$ cat src/rtl/led_seq_pkg.sv
// Shared types and constants for the LED pattern sequencer: FSM states, key roles
// and synchroniser depth.
package led_seq_pkg;

    typedef enum logic [2:0] {
        ST_IDLE  = 3'd0,
        ST_LEFT  = 3'd1,
        ST_RIGHT = 3'd2,
        ST_BLINK = 3'd3,
        ST_PAUSE = 3'd4
    } state_e;

    localparam int unsigned K_RUN       = 0;
    localparam int unsigned K_DIR       = 1;
    localparam int unsigned K_BLINK     = 2;
    localparam int unsigned K_STOP      = 3;
    localparam int unsigned NUM_KEYS    = 4;
    localparam int unsigned SYNC_STAGES = 3;
    localparam int unsigned PRESC_W     = 28;

    // Saved run state is kept as the low two bits of the run-state encoding.
    localparam logic [1:0] SAVED_LEFT = 2'd1;

    function automatic state_e resume_state(input logic [1:0] saved);
        case (saved)
            2'd2:    return ST_RIGHT;
            2'd3:    return ST_BLINK;
            default: return ST_LEFT;
        endcase
    endfunction

endpackage

$ cat src/rtl/led_pattern_sequencer_key_press.sv
// One pushbutton: synchronise the inverted active-low key and emit a registered
// single-cycle pulse on each press (releases ignored).
module key_press
    import led_seq_pkg::*;
(
    input  logic clk,
    input  logic rst,
    input  logic key_n,
    output logic press
);

    logic [SYNC_STAGES-1:0] sync_q, sync_d;
    logic                   last_q, last_d;
    logic                   press_q, press_d;

    // Rise is seen between the last sync stage and its delayed copy; the pulse
    // itself is registered so KEY never reaches downstream logic combinationally.
    always_comb begin
        sync_d  = {sync_q[SYNC_STAGES-2:0], ~key_n};
        last_d  = sync_q[SYNC_STAGES-1];
        press_d = sync_q[SYNC_STAGES-1] & ~last_q;
    end

    always_ff @(posedge clk) begin
        if (rst) begin
            sync_q  <= '0;
            last_q  <= 1'b0;
            press_q <= 1'b0;
        end else begin
            sync_q  <= sync_d;
            last_q  <= last_d;
            press_q <= press_d;
        end
    end

    assign press = press_q;

endmodule

$ cat src/rtl/led_pattern_sequencer.sv
// Green LED bank controller: key presses drive a run/pause/direction/blink FSM,
// a prescaler tick advances the 8-bit pattern and toggles the heartbeat LED.
module led_pattern_sequencer
    import led_seq_pkg::*;
#(
    parameter int unsigned TICK_DIV = 12_500_000,
    parameter logic [7:0]  SEED     = 8'h01
) (
    input  logic       CLOCK_50,
    input  logic       RESET,
    input  logic [3:0] KEY,
    output logic [8:0] LEDG,
    output logic [2:0] STATE
);

    localparam logic [PRESC_W-1:0] TICK_LAST = PRESC_W'(TICK_DIV - 1);

    logic [NUM_KEYS-1:0] press;

    generate
        for (genvar i = 0; i < NUM_KEYS; i++) begin : g_key
            key_press u_key_press (
                .clk   (CLOCK_50),
                .rst   (RESET),
                .key_n (KEY[i]),
                .press (press[i])
            );
        end
    endgenerate

    logic [PRESC_W-1:0] cnt_q, cnt_d;
    logic               tick;
    logic               hb_q, hb_d;
    state_e             state_q, state_d;
    logic [1:0]         saved_q, saved_d;
    logic [7:0]         pat_q, pat_d;
    logic               acted;

    always_comb begin
        tick  = (cnt_q == TICK_LAST);
        cnt_d = tick ? '0 : cnt_q + PRESC_W'(1);
        hb_d  = hb_q ^ tick;
    end

    // Only the highest-priority pulse is considered; a press that changes
    // anything suppresses the pattern update of a coincident tick.
    always_comb begin
        state_d = state_q;
        saved_d = saved_q;
        pat_d   = pat_q;
        acted   = 1'b0;

        if (press[K_STOP]) begin
            state_d = ST_IDLE;
            pat_d   = '0;
            acted   = 1'b1;
        end else if (press[K_RUN]) begin
            acted = 1'b1;
            case (state_q)
                ST_IDLE: begin
                    state_d = ST_LEFT;
                    pat_d   = SEED;
                end
                ST_PAUSE: state_d = resume_state(saved_q);
                default: begin
                    state_d = ST_PAUSE;
                    saved_d = state_q[1:0];
                end
            endcase
        end else if (press[K_DIR]) begin
            case (state_q)
                ST_LEFT: begin
                    state_d = ST_RIGHT;
                    acted   = 1'b1;
                end
                ST_RIGHT: begin
                    state_d = ST_LEFT;
                    acted   = 1'b1;
                end
                default: ;
            endcase
        end else if (press[K_BLINK]) begin
            case (state_q)
                ST_LEFT, ST_RIGHT: begin
                    state_d = ST_BLINK;
                    acted   = 1'b1;
                end
                ST_BLINK: begin
                    state_d = ST_LEFT;
                    acted   = 1'b1;
                end
                default: ;
            endcase
        end

        if (tick && !acted) begin
            case (state_q)
                ST_LEFT:  pat_d = {pat_q[6:0], pat_q[7]};
                ST_RIGHT: pat_d = {pat_q[0], pat_q[7:1]};
                ST_BLINK: pat_d = ~pat_q;
                default:  ;
            endcase
        end
    end

    always_ff @(posedge CLOCK_50) begin
        if (RESET) begin
            cnt_q   <= '0;
            hb_q    <= 1'b0;
            state_q <= ST_IDLE;
            saved_q <= SAVED_LEFT;
            pat_q   <= '0;
        end else begin
            cnt_q   <= cnt_d;
            hb_q    <= hb_d;
            state_q <= state_d;
            saved_q <= saved_d;
            pat_q   <= pat_d;
        end
    end

    assign LEDG  = {hb_q, pat_q};
    assign STATE = state_q;

endmodule

$ cat config.mk
export PLATFORM = sky130hd
export DESIGN_NAME = led_pattern_sequencer
export DESIGN_NICKNAME = d
export VERILOG_FILES = /design/src/rtl/led_seq_pkg.sv /design/src/rtl/led_pattern_sequencer_key_press.sv /design/src/rtl/led_pattern_sequencer.sv
export SDC_FILE = /design/constraint.sdc
export NUM_CORES = 1
export LEC_CHECK = 0
export ABC_AREA = 1
export BUFFER_PORTS_ARGS = -buffer_cell sky130_fd_sc_hd__buf_4
export CAP_MARGIN = 20
export CORE_MARGIN = 2
export CORE_UTILIZATION = 42
export DETAILED_ROUTE_END_ITERATION = 10
export PLACE_DENSITY_LB_ADDON = 0.12
export SETUP_SLACK_MARGIN = 0.2
export SLEW_MARGIN = 30
export SYNTH_ARGS = -nofsm -noshare
export SYNTH_HDL_FRONTEND = slang
export SYNTH_SLANG_ARGS = --single-unit
$ cat constraint.sdc
create_clock -name CLOCK_50 -period 1.9 [get_ports CLOCK_50]
set_input_delay 0.285 -clock CLOCK_50 [delete_from_list [all_inputs] [get_ports CLOCK_50]]
set_output_delay 0.285 -clock CLOCK_50 [all_outputs]
set_load 0.1 [all_outputs]
==> results of run 1 <==
[synth_stat cells, drive strengths merged (2+ instances only)]
cell type | number | area (µm²)
buf | 4 | 33.78
dfxtp | 62 | 1241
nand3b | 4 | 30.03
inv | 70 | 262.8
nand3 | 33 | 197.7
clkbuf | 2 | 7.510
xor2 | 5 | 43.79
a21oi | 21 | 105.1
o21ai | 7 | 35.03
nand4 | 12 | 75.07
nand2 | 106 | 437.9
nor2 | 112 | 531.8
xnor2 | 2 | 17.52
nor3 | 11 | 60.06
nor3b | 3 | 27.52
o21bai | 2 | 15.01
or2 | 3 | 18.77
[registers in the layout (all words and copies together) (netlist names)]
register	flops
cnt_q	28
g_key.u_key_press.sync_q	12
pat_q	8
g_key.u_key_press.last_q	4
g_key.u_key_press.press	4
STATE	3
saved_q	2
hb_q	1
[final cells by class]
cell class,count,area (µm²),area share (%)
Timing Repair Buffer,20,150.1,4.162
Sequential cell,62,1246,34.55
Clock inverter,7,55.05,1.526
Clock buffer,9,123.9,3.434
Tap cell,99,123.9,3.434
Multi-Input combinational cell,324,1645,45.61
Inverter,70,262.8,7.284
[through the flow]
stage	instances	util [%]	worst slack, ns	hold WS, ns
4_1_cts	591	49.16	0.2019	0.06068
2_1_floorplan	462	-	0.2452	0.3517
5_1_grt	591	49.47	0.2196	0.05251
6_report	591	49.47	0.3304	0.07585
3_5_place_dp	575	46.71	0.2069	0.3785
3_3_place_gp	575	46.71	0.2549	0.3773
[worst paths after layout]
kind                          startpoint                              to  slack (ns)
max reg2reg                     cnt_q[0]                       cnt_q[14]        0.33
min reg2reg  g_key[1].u_key_press.last_q      g_key[1].u_key_press.press        0.38
max                             cnt_q[0]                       cnt_q[14]        0.33
min                               KEY[2]  g_key[2].u_key_press.sync_q[0]        0.08
[power groups by stage]
stage	Sequential (W)	Combinational, W	Clock [W]
detailed placement	0.00136	0.0000866	0
CTS	0.00133	0.0000867	0.00110
global placement	0.00136	0.0000856	0
global route	0.00133	0.0000993	0.00117
floorplan	0.00136	0.0000587	0
finish	0.00133	0.0000877	0.00107
[routing by layer]
layer | track usage [%] | wire, µm | vias to the layer above
li1 | - | - | 1495
met1 | 23.30 | 3412 | 1240
met2 | 27.86 | 2949 | 46
met3 | 4.925 | 270 | 10
met4 | 6.692 | 91 | 0
met5 | 0 | 0 | -
[logic make-up after synthesis]
kind of cell / count (synthesis)
flip-flops: 62
XOR/XNOR: 7
buffers and inverters: 76
adder cells (fa/ha/maj): 1
AO/OA/AOI/OAI: 32
AND/OR/NAND/NOR: 284
[critical path, stage by stage (launching register included)]
cell,delay [ns]
dfxtp_2,0.34
ha_2,0.20
nand2_1,0.11
nor2_4,0.14
inv_2,0.09
nor2_8,0.16
nand2_2,0.11
nor2_4,0.12
nand2_1,0.05
nor3b_2,0.14
==> flow_summary.ini, run 1 <==
[status]
status = finished, final reports clean

[setup_path]
cp-end-kind = register
setup.worst_path.start_class = register
worstPathArrival_ns = 1.80
reg2reg_depth = 9
crit_type = register to register
cp_max_fo = 6
cp.required_ns = 2.13

[timing]
final.setup_skew_ns = 0.006594
final-setup-viol-count = 0
hold_violations = 0
slew_headroom_pct = 69.49
fmax_mhz = 637.1
slew_viol_final = 0
worstMarginPinSlew_ns = 0.4560
min_period_ns = 1.570
tns_ns = 0
final_min_period_over_clock_period_pct = 82.61
rsz0062_at_grt = false

[placement]
placed_area_mm2 = 0.003406
finalWeightedCongestion = 0.8291
port_buffers = 17
dp_hpwl_um = 4788

[cells_and_area]
final_cell_mix = nor2_1, nand2_1, inv_1, dfxtp_1, nand3_1
syn_to_final_growth_pct = 13.82
diodes = 0
final.fill_count = 806
layout-drive-gt1-share_pct = 16.87
nets = 494
final_area_mm2 = 0.003607

[worst_hold_path]
whs_path_depth = 2
hp-class = input port to register

[drt]
vias = 2791
wire_per_inst_um = 11.38
vias_per_cell = 4.723
drcViolationCount = 0
ant_nets = 0
finalWirelength_um = 6723
drt-initial-drc-count = 108
dr.pass1.iters = 4

[clocking]
cts_made_buffers = 9
post_cts_resized = 0
cts_root_buf = clkbuf_8
clockBufferDepth = 2
post_cts_buffers = 0
ctsHoldBuffers = 0
cts.sinks = 62
clk_latency_ns = 0.35
cts_tree = done
htree_levels = 3
path_clk_slew_ns = 0.08

[synth]
synth_top_family_by_area = simple AND/OR/NAND/NOR gates
synthSimpleGateAreaFrac_pct = 43.51
ys_async_sr_fraction_pct = 0
syn_nets = 469
ys.flop_type = dfxtp_1
netlist_area_mm2 = 0.003169
synth_compound_area_share_pct = 5.409
syn-instance-count = 462
synth_mux_area_share_pct = 0
seq_area_frac_synth_pct = 39.16
synth-edff-count = 0
synth_warnings = 0
synth_fa_ha_area_share_pct = 0.3948
ys_ff_latch = 62
avgSynthCellArea_um2 = 6.860
ys_types = 33
synthXorXnorAreaFrac_pct = 1.934

[grt]
grt_max_degree = 29
antenna_found_initial = 0
grt_overflow = 0
grt_pass1_vias = 2671
grt_pass1_wl_um = 11870
grt_usage_pct = 17.77

[floorplan]
pin_count = 18
die_area_mm2 = 0.008256
start_util_pct = 43.46
coreArea_mm2 = 0.007292
rows = 31
dieWidth_um = 90.87
fp.dieH_um = 90.87

[power]
p_total_w = 0.002483
p_leak_nw = 1.442
p_per_area_mw_per_mm2 = 688.2
power.net_switching_w = 0.0006482
clkPwrFrac_pct = 43.0
power.internal_w = 0.001834
comb_power_share_pct = 3.5
swShare_pct = 26.11
power_frac_seq_pct = 53.5
vdd_drop_max_mv = 0.3488

[flow_run]
cap_viol_max_count = 0
Power figures use the tool's default switching activity.
==> run 2: changes to the inputs <==
--- a/config.mk
+++ b/config.mk
@@ -5,7 +5,7 @@
 export SDC_FILE = /design/constraint.sdc
 export NUM_CORES = 1
 export LEC_CHECK = 0
-export ABC_AREA = 1
+export ABC_AREA = 0
 export BUFFER_PORTS_ARGS = -buffer_cell sky130_fd_sc_hd__buf_4
 export CAP_MARGIN = 20
 export CORE_MARGIN = 2
==> constraint.sdc (replaced) <==
create_clock -name CLOCK_50 -period 1.3 [get_ports CLOCK_50]
set_input_delay 0.195 -clock CLOCK_50 [delete_from_list [all_inputs] [get_ports CLOCK_50]]
set_output_delay 0.195 -clock CLOCK_50 [all_outputs]
set_load 0.1 [all_outputs]
==> run 2 against run 1 <==
The run now ends with negative setup slack left. Cell area grew 22%. Count of clock-buffer cells in the layout is the same. Clock skew grew 0.0036 ns. First-iteration DRC count grew 1.9%. Sequential cell count is the same. Sequential share of layout area shrank 4.8 points.
==> flow_summary.ini, run 2 <==
[flow_run]
cap_viol_max_count = 0

[power]
vdd_drop_max_mv = 0.8260
power.internal_w = 0.002744
comb_power_share_pct = 6.3
power_frac_seq_pct = 51.6
p_leak_nw = 1.799
p_per_area_mw_per_mm2 = 848.5
power.net_switching_w = 0.0009846
swShare_pct = 26.41
clkPwrFrac_pct = 42.0

[drt]
dr.pass1.iters = 4
drt-initial-drc-count = 110
wire_per_inst_um = 13.58
ant_nets = 0
vias_per_cell = 5.146
vias = 2645
drcViolationCount = 0
finalWirelength_um = 6979

[clocking]
cts.sinks = 62
cts_root_buf = clkbuf_8
htree_levels = 3
clk_latency_ns = 0.35
path_clk_slew_ns = 0.08
cts_tree = done
cts_made_buffers = 9
clockBufferDepth = 2

[placement]
finalWeightedCongestion = 0.8004
port_buffers = 17
placed_cells = 472
placed_area_mm2 = 0.003628
dp_hpwl_um = 4498

[synth]
syn_nets = 328
synth_top_area_share_pct = 43.24
netlist_area_mm2 = 0.002870
syn-instance-count = 321
yosys.area.top_type = dfxtp_1
ys.flop_type = dfxtp_1
avgSynthCellArea_um2 = 8.942
ys_async_sr_fraction_pct = 0
ys_ff_latch = 62
seq_area_frac_synth_pct = 43.24
synth_warnings = 0
synth-edff-count = 0
ys_types = 52
synth_common_cells = dfxtp_1, nor2_1, nand2_1
synth_area_leaders = dfxtp_1, nor2_1, nand2_1
synth.most_common_cell = dfxtp_1

[timing]
fmax_mhz = 586.1
final.setup_skew_ns = 0.01022
final-setup-viol-count = 36
slew_viol_final = 0
timing.final.ws_setup_ns = -0.4061
rsz0062_at_grt = true
min_period_ns = 1.706
final_min_period_over_clock_period_pct = 131.2
worstMarginPinSlew_ns = 0.8217
hold_violations = 0
slew_headroom_pct = 44.80

[grt]
grt_pass1_wl_um = 11410
grt_max_degree = 19
grt_pass1_vias = 2454
grt_overflow = 0
antenna_found_initial = 0
grt_usage_pct = 19.53

[status]
violations = negative setup slack
status = complete, but fails checks

[cells_and_area]
stdcell_count = 514
nets = 436
regMostFlops = cnt_q
layout-drive-gt1-share_pct = 45.39
layout_commonest_cell = buf_4
final_area_mm2 = 0.004394
syn_to_final_growth_pct = 53.09
reg_top3 = cnt_q: 28 flops, g_key.u_key_press.sync_q: 12 flops, pat_q: 8 flops
diodes = 0
final_cell_mix = buf_4, dfxtp_1, nand2_1, nor2_1, o21ai_0
largest_register_ff_count = 28

[setup_path]
cp_max_fo = 5
cp-end-kind = register
worstPathArrival_ns = 1.94
setup.worst_path.start_class = register
reg2reg_depth = 5
crit_type = register to register
cp.required_ns = 1.53

[worst_hold_path]
whs_path_depth = 3
hp-class = input port to register

[floorplan]
fp.dieH_um = 86.67
coreArea_mm2 = 0.006719
start_util_pct = 42.72
pin_count = 18
dieWidth_um = 86.67
rows = 30
die_area_mm2 = 0.007511
run 2: final cells by class:
cell class	instances	area, µm²
fill	544	2325
multi-input combinational	235	1683
sequential	62	1309
timing repair buffer	115	1101
clock buffer	9	123.9
tap	80	100.1
clock inverter	7	55.05
inverter	6	22.52
run 2: cells by family after synthesis:
logic type | count (synthesis) | share of synthesized area (%)
and+or+nand+nor | 152 | 30.82
adders and majority gates | 1 | 0.4359
AOI/OAI and AO/OA | 63 | 15.08
xor gates and xnor gates | 11 | 3.356
DFF | 62 | 43.24
muxes | 8 | 2.790
buffers and inverters | 24 | 4.272
run 2: metrics by stage:
step | setup slack, ns | setup TNS (ns) | power, W | utilization [%] | hold slack (ns)
floorplan | -0.5801 | -11.90 | 0.002100 | - | 0.2617
global placement | -0.3859 | -12.79 | 0.002177 | 54.00 | 0.3467
detailed placement | -0.4490 | -14.62 | 0.002181 | 54.00 | 0.3488
CTS | -0.4013 | -11.80 | 0.003755 | 63.58 | 0.2188
global route | -0.4857 | -14.23 | 0.003887 | 65.40 | 0.2389
finish | -0.4061 | -11.82 | 0.003729 | 65.40 | 0.2343
run 2: power by group through the flow:
stage | registers [W] | clock network (W) | logic, W
finish | 0.00193 | 0.00157 | 0.000236
global route | 0.00193 | 0.00170 | 0.000256
CTS | 0.00193 | 0.00161 | 0.000225
detailed placement | 0.00199 | 0 | 0.000193
global placement | 0.00199 | 0 | 0.000190
floorplan | 0.00200 | 0 | 0.0000963
run 2: final timing paths:
kind,startpoint,to,slack [ns]
setup / recovery,cnt_q[14],cnt_q[21],-0.41
hold / removal,RESET,hb_q,0.23
setup reg to reg,cnt_q[14],cnt_q[21],-0.41
hold reg to reg,g_key[1].u_key_press.last_q,g_key[1].u_key_press.press,0.38
run 2: layer usage:
metal / GRT usage, % / up-vias / part of all wire [%]
li1: - / 1375 / -
met1: 25.77 / 1225 / 50
met2: 30.84 / 38 / 46
met3: 4.952 / 7 / 2.6
met4: 7.244 / 0 / 0.97
met5: 0 / - / 0
run 2: repair_timing:
| action | in CTS | in global routing |
|---|---|---|
| gates cloned | 0 | 1 |
| endpoints found under the setup margin | 51 | 47 |
| hold buffers | 4 | 0 |
| setup buffers | 17 | 4 |
| hold endpoints to repair | 4 | 0 |
| pin swaps | 13 | 16 |
| resized for setup | 88 | 25 |
run 2: worst max-delay path, cell delays in order (launching register included):
cell and delay [ns]:
dfxtp_2 0.34, nor4_4 0.37, nand4_4 0.21, buf_6 0.17, o311a_4 0.28, a211o_1 0.22
==> run 3: changes to the inputs <==
--- a/config.mk
+++ b/config.mk
@@ -16,4 +16,5 @@
 export SLEW_MARGIN = 30
 export SYNTH_ARGS = -nofsm -noshare
 export SYNTH_HDL_FRONTEND = slang
+export SYNTH_HIERARCHICAL = 1
 export SYNTH_SLANG_ARGS = --single-unit
==> run 3 against run 2 <==
The flow still finishes with violations (negative setup slack). Non-clock buffer count fell by 9. Critical path depth rose by 2. Final cell count down 2.5%. Cell area fell by 0.60%. Wire length is 4.4% lower. Largest cell class unchanged.
==> flow_summary.ini, run 3 <==
[grt]
grt_usage_pct = 20.03
grt_max_degree = 39
grt_pass1_vias = 2719
antenna_found_initial = 0
met2_usage_pct = 32.74
grt_overflow = 0
grt_pass1_wl_um = 11870
busiest_layer = met2
grt_use_met3_pct = 3.272
use_met1_pct = 26.24

[status]
status = complete, but fails checks
violations = negative setup slack

[clocking]
cts_made_buffers = 9
cts_tree = done
htree_levels = 3
clk_latency_ns = 0.34
clockBufferDepth = 2
cts.sinks = 62
cts_root_buf = clkbuf_8
path_clk_slew_ns = 0.08

[synth]
syn_nets = 324
syn-instance-count = 317
avgSynthCellArea_um2 = 8.857
yosys.area.top_type = dfxtp_1
synth_top_area_share_pct = 44.21
synth-edff-count = 0
netlist_area_mm2 = 0.002808
synth.most_common_cell = dfxtp_1
seq_area_frac_synth_pct = 44.21
synth_warnings = 6
ys_types = 48
ys.flop_type = dfxtp_1
ys_ff_latch = 62
ys_async_sr_fraction_pct = 0
synth_area_leaders = dfxtp_1, a21oi_1, nand2_1
synth_common_cells = dfxtp_1, nand2_1, nor2_1

[cells_and_area]
reg_top3 = cnt_q: 28 flops, g_key.u_key_press/sync_q: 12 flops, pat_q: 8 flops
diodes = 0
finish.utilization_pct = 68.01
syn_to_final_growth_pct = 55.57
final.fill_count = 504
final_cell_mix = buf_4, dfxtp_1, nor2_1, nand2_1, a21oi_1
nets = 426
final_area_mm2 = 0.004368
regMostFlops = cnt_q
largest_register_ff_count = 28
layout_commonest_cell = buf_4
layout-drive-gt1-share_pct = 43.87

[setup_path]
worstPathArrival_ns = 1.91
r2r_end = pat_q[7]
reg2reg_slack_ns = -0.35
setup.worst_path.start_class = register
cp_max_fo = 8
reg2reg_depth = 7
critical_path.startpoint = cnt_q[1]
crit_end = pat_q[7]
crit_type = register to register
cp.required_ns = 1.57
cp-end-kind = register
r2r-start = cnt_q[1]

[drt]
finalWirelength_um = 6674
dr.pass1.iters = 6
wire_per_inst_um = 13.32
vias = 2671
drt-initial-drc-count = 105
vias_per_cell = 5.331
drcViolationCount = 0
ant_nets = 0

[placement]
finalWeightedCongestion = 0.7665
place_ws_ns = -0.4466
dp_hpwl_um = 4523
port_buffers = 17
placed_area_mm2 = 0.003650

[floorplan]
coreArea_mm2 = 0.006422
fp.dieH_um = 85.76
start_util_pct = 43.72
dieWidth_um = 85.76
die_area_mm2 = 0.007355
rows = 29
pin_count = 18

[power]
vdd_drop_max_mv = 0.8931
p_per_area_mw_per_mm2 = 873.4
p_leak_nw = 1.622

[timing]
timing.final.ws_setup_ns = -0.3480
hold_violations = 0
slew_viol_final = 0
final.setup_skew_ns = 0.009968
fmax_mhz = 606.8
min_period_ns = 1.648
slew_headroom_pct = 44.58
final_min_period_over_clock_period_pct = 126.8
worstMarginPinSlew_ns = 0.8249
rsz0062_at_grt = true
final-setup-viol-count = 38

[worst_hold_path]
hp-class = input port to register
min_from = RESET

[flow_run]
cap_viol_max_count = 0
-- run 3: cell types whose count changed in the layout (fill, tap and decap cells not counted), moves of 6 or more --
| cell | change |
|---|---|
| o21ai_0 | -7 |
| a21oi_1 | +8 |
| buf_4 | -12 |
| or4_1 | +6 |
| o211a_1 | -6 |
| nand2b_1 | +6 |
-- run 3: through the flow --
step	std cells	hold WS, ns	setup TNS (ns)	power (W)
final	501	0.2706	-9.789	0.003815
after global routing	501	0.2767	-12.96	0.003970
after CTS	496	0.2664	-10.22	0.003869
after detailed placement	468	0.3545	-12.74	0.002217
after global placement	468	0.3516	-10.95	0.002209
after floorplan	317	0.2617	-9.760	0.002115
-- run 3: per-layer routing --
layer  wire (µm)  vias up
met5           0        -
met4         120        0
met3         230       12
met2        3100       56
met1        3223     1250
li1            -     1353
-- run 3: what timing repair did --
item                                    in CTS  in global routing
hold endpoints to repair                     4                  0
endpoints found under the setup margin      51                 48
pin swaps                                    9                  9
resized for setup                           83                 30
hold buffers                                 4                  0
setup buffers                                8                  5
-- run 3: logic make-up (layout without fill, tap and decap cells) --
logic type / Yosys count / in the layout / share of synthesized area (%)
adders and majority gates: 1 / 1 / 0.4456
and+or+nand+nor: 149 / 149 / 31.10
muxes: 8 / 8 / 2.852
xor gates and xnor gates: 10 / 10 / 3.120
AOI/OAI and AO/OA: 66 / 66 / 15.15
DFF: 62 / 62 / 44.21
buffers and inverters: 21 / 128 / 3.119
-- run 3: how the worst min path moves through the flow --
stage	endpoint	slack (ns)	cells after the start
2_1_floorplan	g_key[0].u_key_press/sync_q[0]	0.26	1
3_3_place_gp	g_key[2].u_key_press/sync_q[0]	0.35	2
3_5_place_dp	g_key[3].u_key_press/sync_q[0]	0.35	2
4_1_cts	pat_q[3]	0.27	4
5_1_grt	hb_q	0.28	3
6_report	hb_q	0.27	3
-- run 3: final cells by class --
class	instances	area (µm²)	area share (%)
Timing Repair Buffer	106	1050	24.03
Sequential cell	62	1314	30.08
Inverter	6	22.52	0.5156
Tap cell	77	96.34	2.206
Clock buffer	9	123.9	2.836
Multi-Input combinational cell	234	1699	38.90
Clock inverter	7	62.56	1.432
-- run 3: critical path, cell delays in order, from the launching register on --
cell and delay [ns]:
dfxtp_4 0.37, ha_4 0.13, and4_4 0.22, buf_6 0.10, nand4_4 0.12, a2111oi_4 0.28, buf_12 0.18, mux2i_1 0.18
-- run 3: power breakdown --
| part | switching, W | total [W] | internal, W | leakage, nW |
|---|---|---|---|---|
| clock | 0.000890 | 0.00163 | 0.000738 | 0.0936 |
| combinational | 0.000132 | 0.000255 | 0.000124 | 1.01 |
| sequential | 0.0000233 | 0.00193 | 0.00191 | 0.520 |
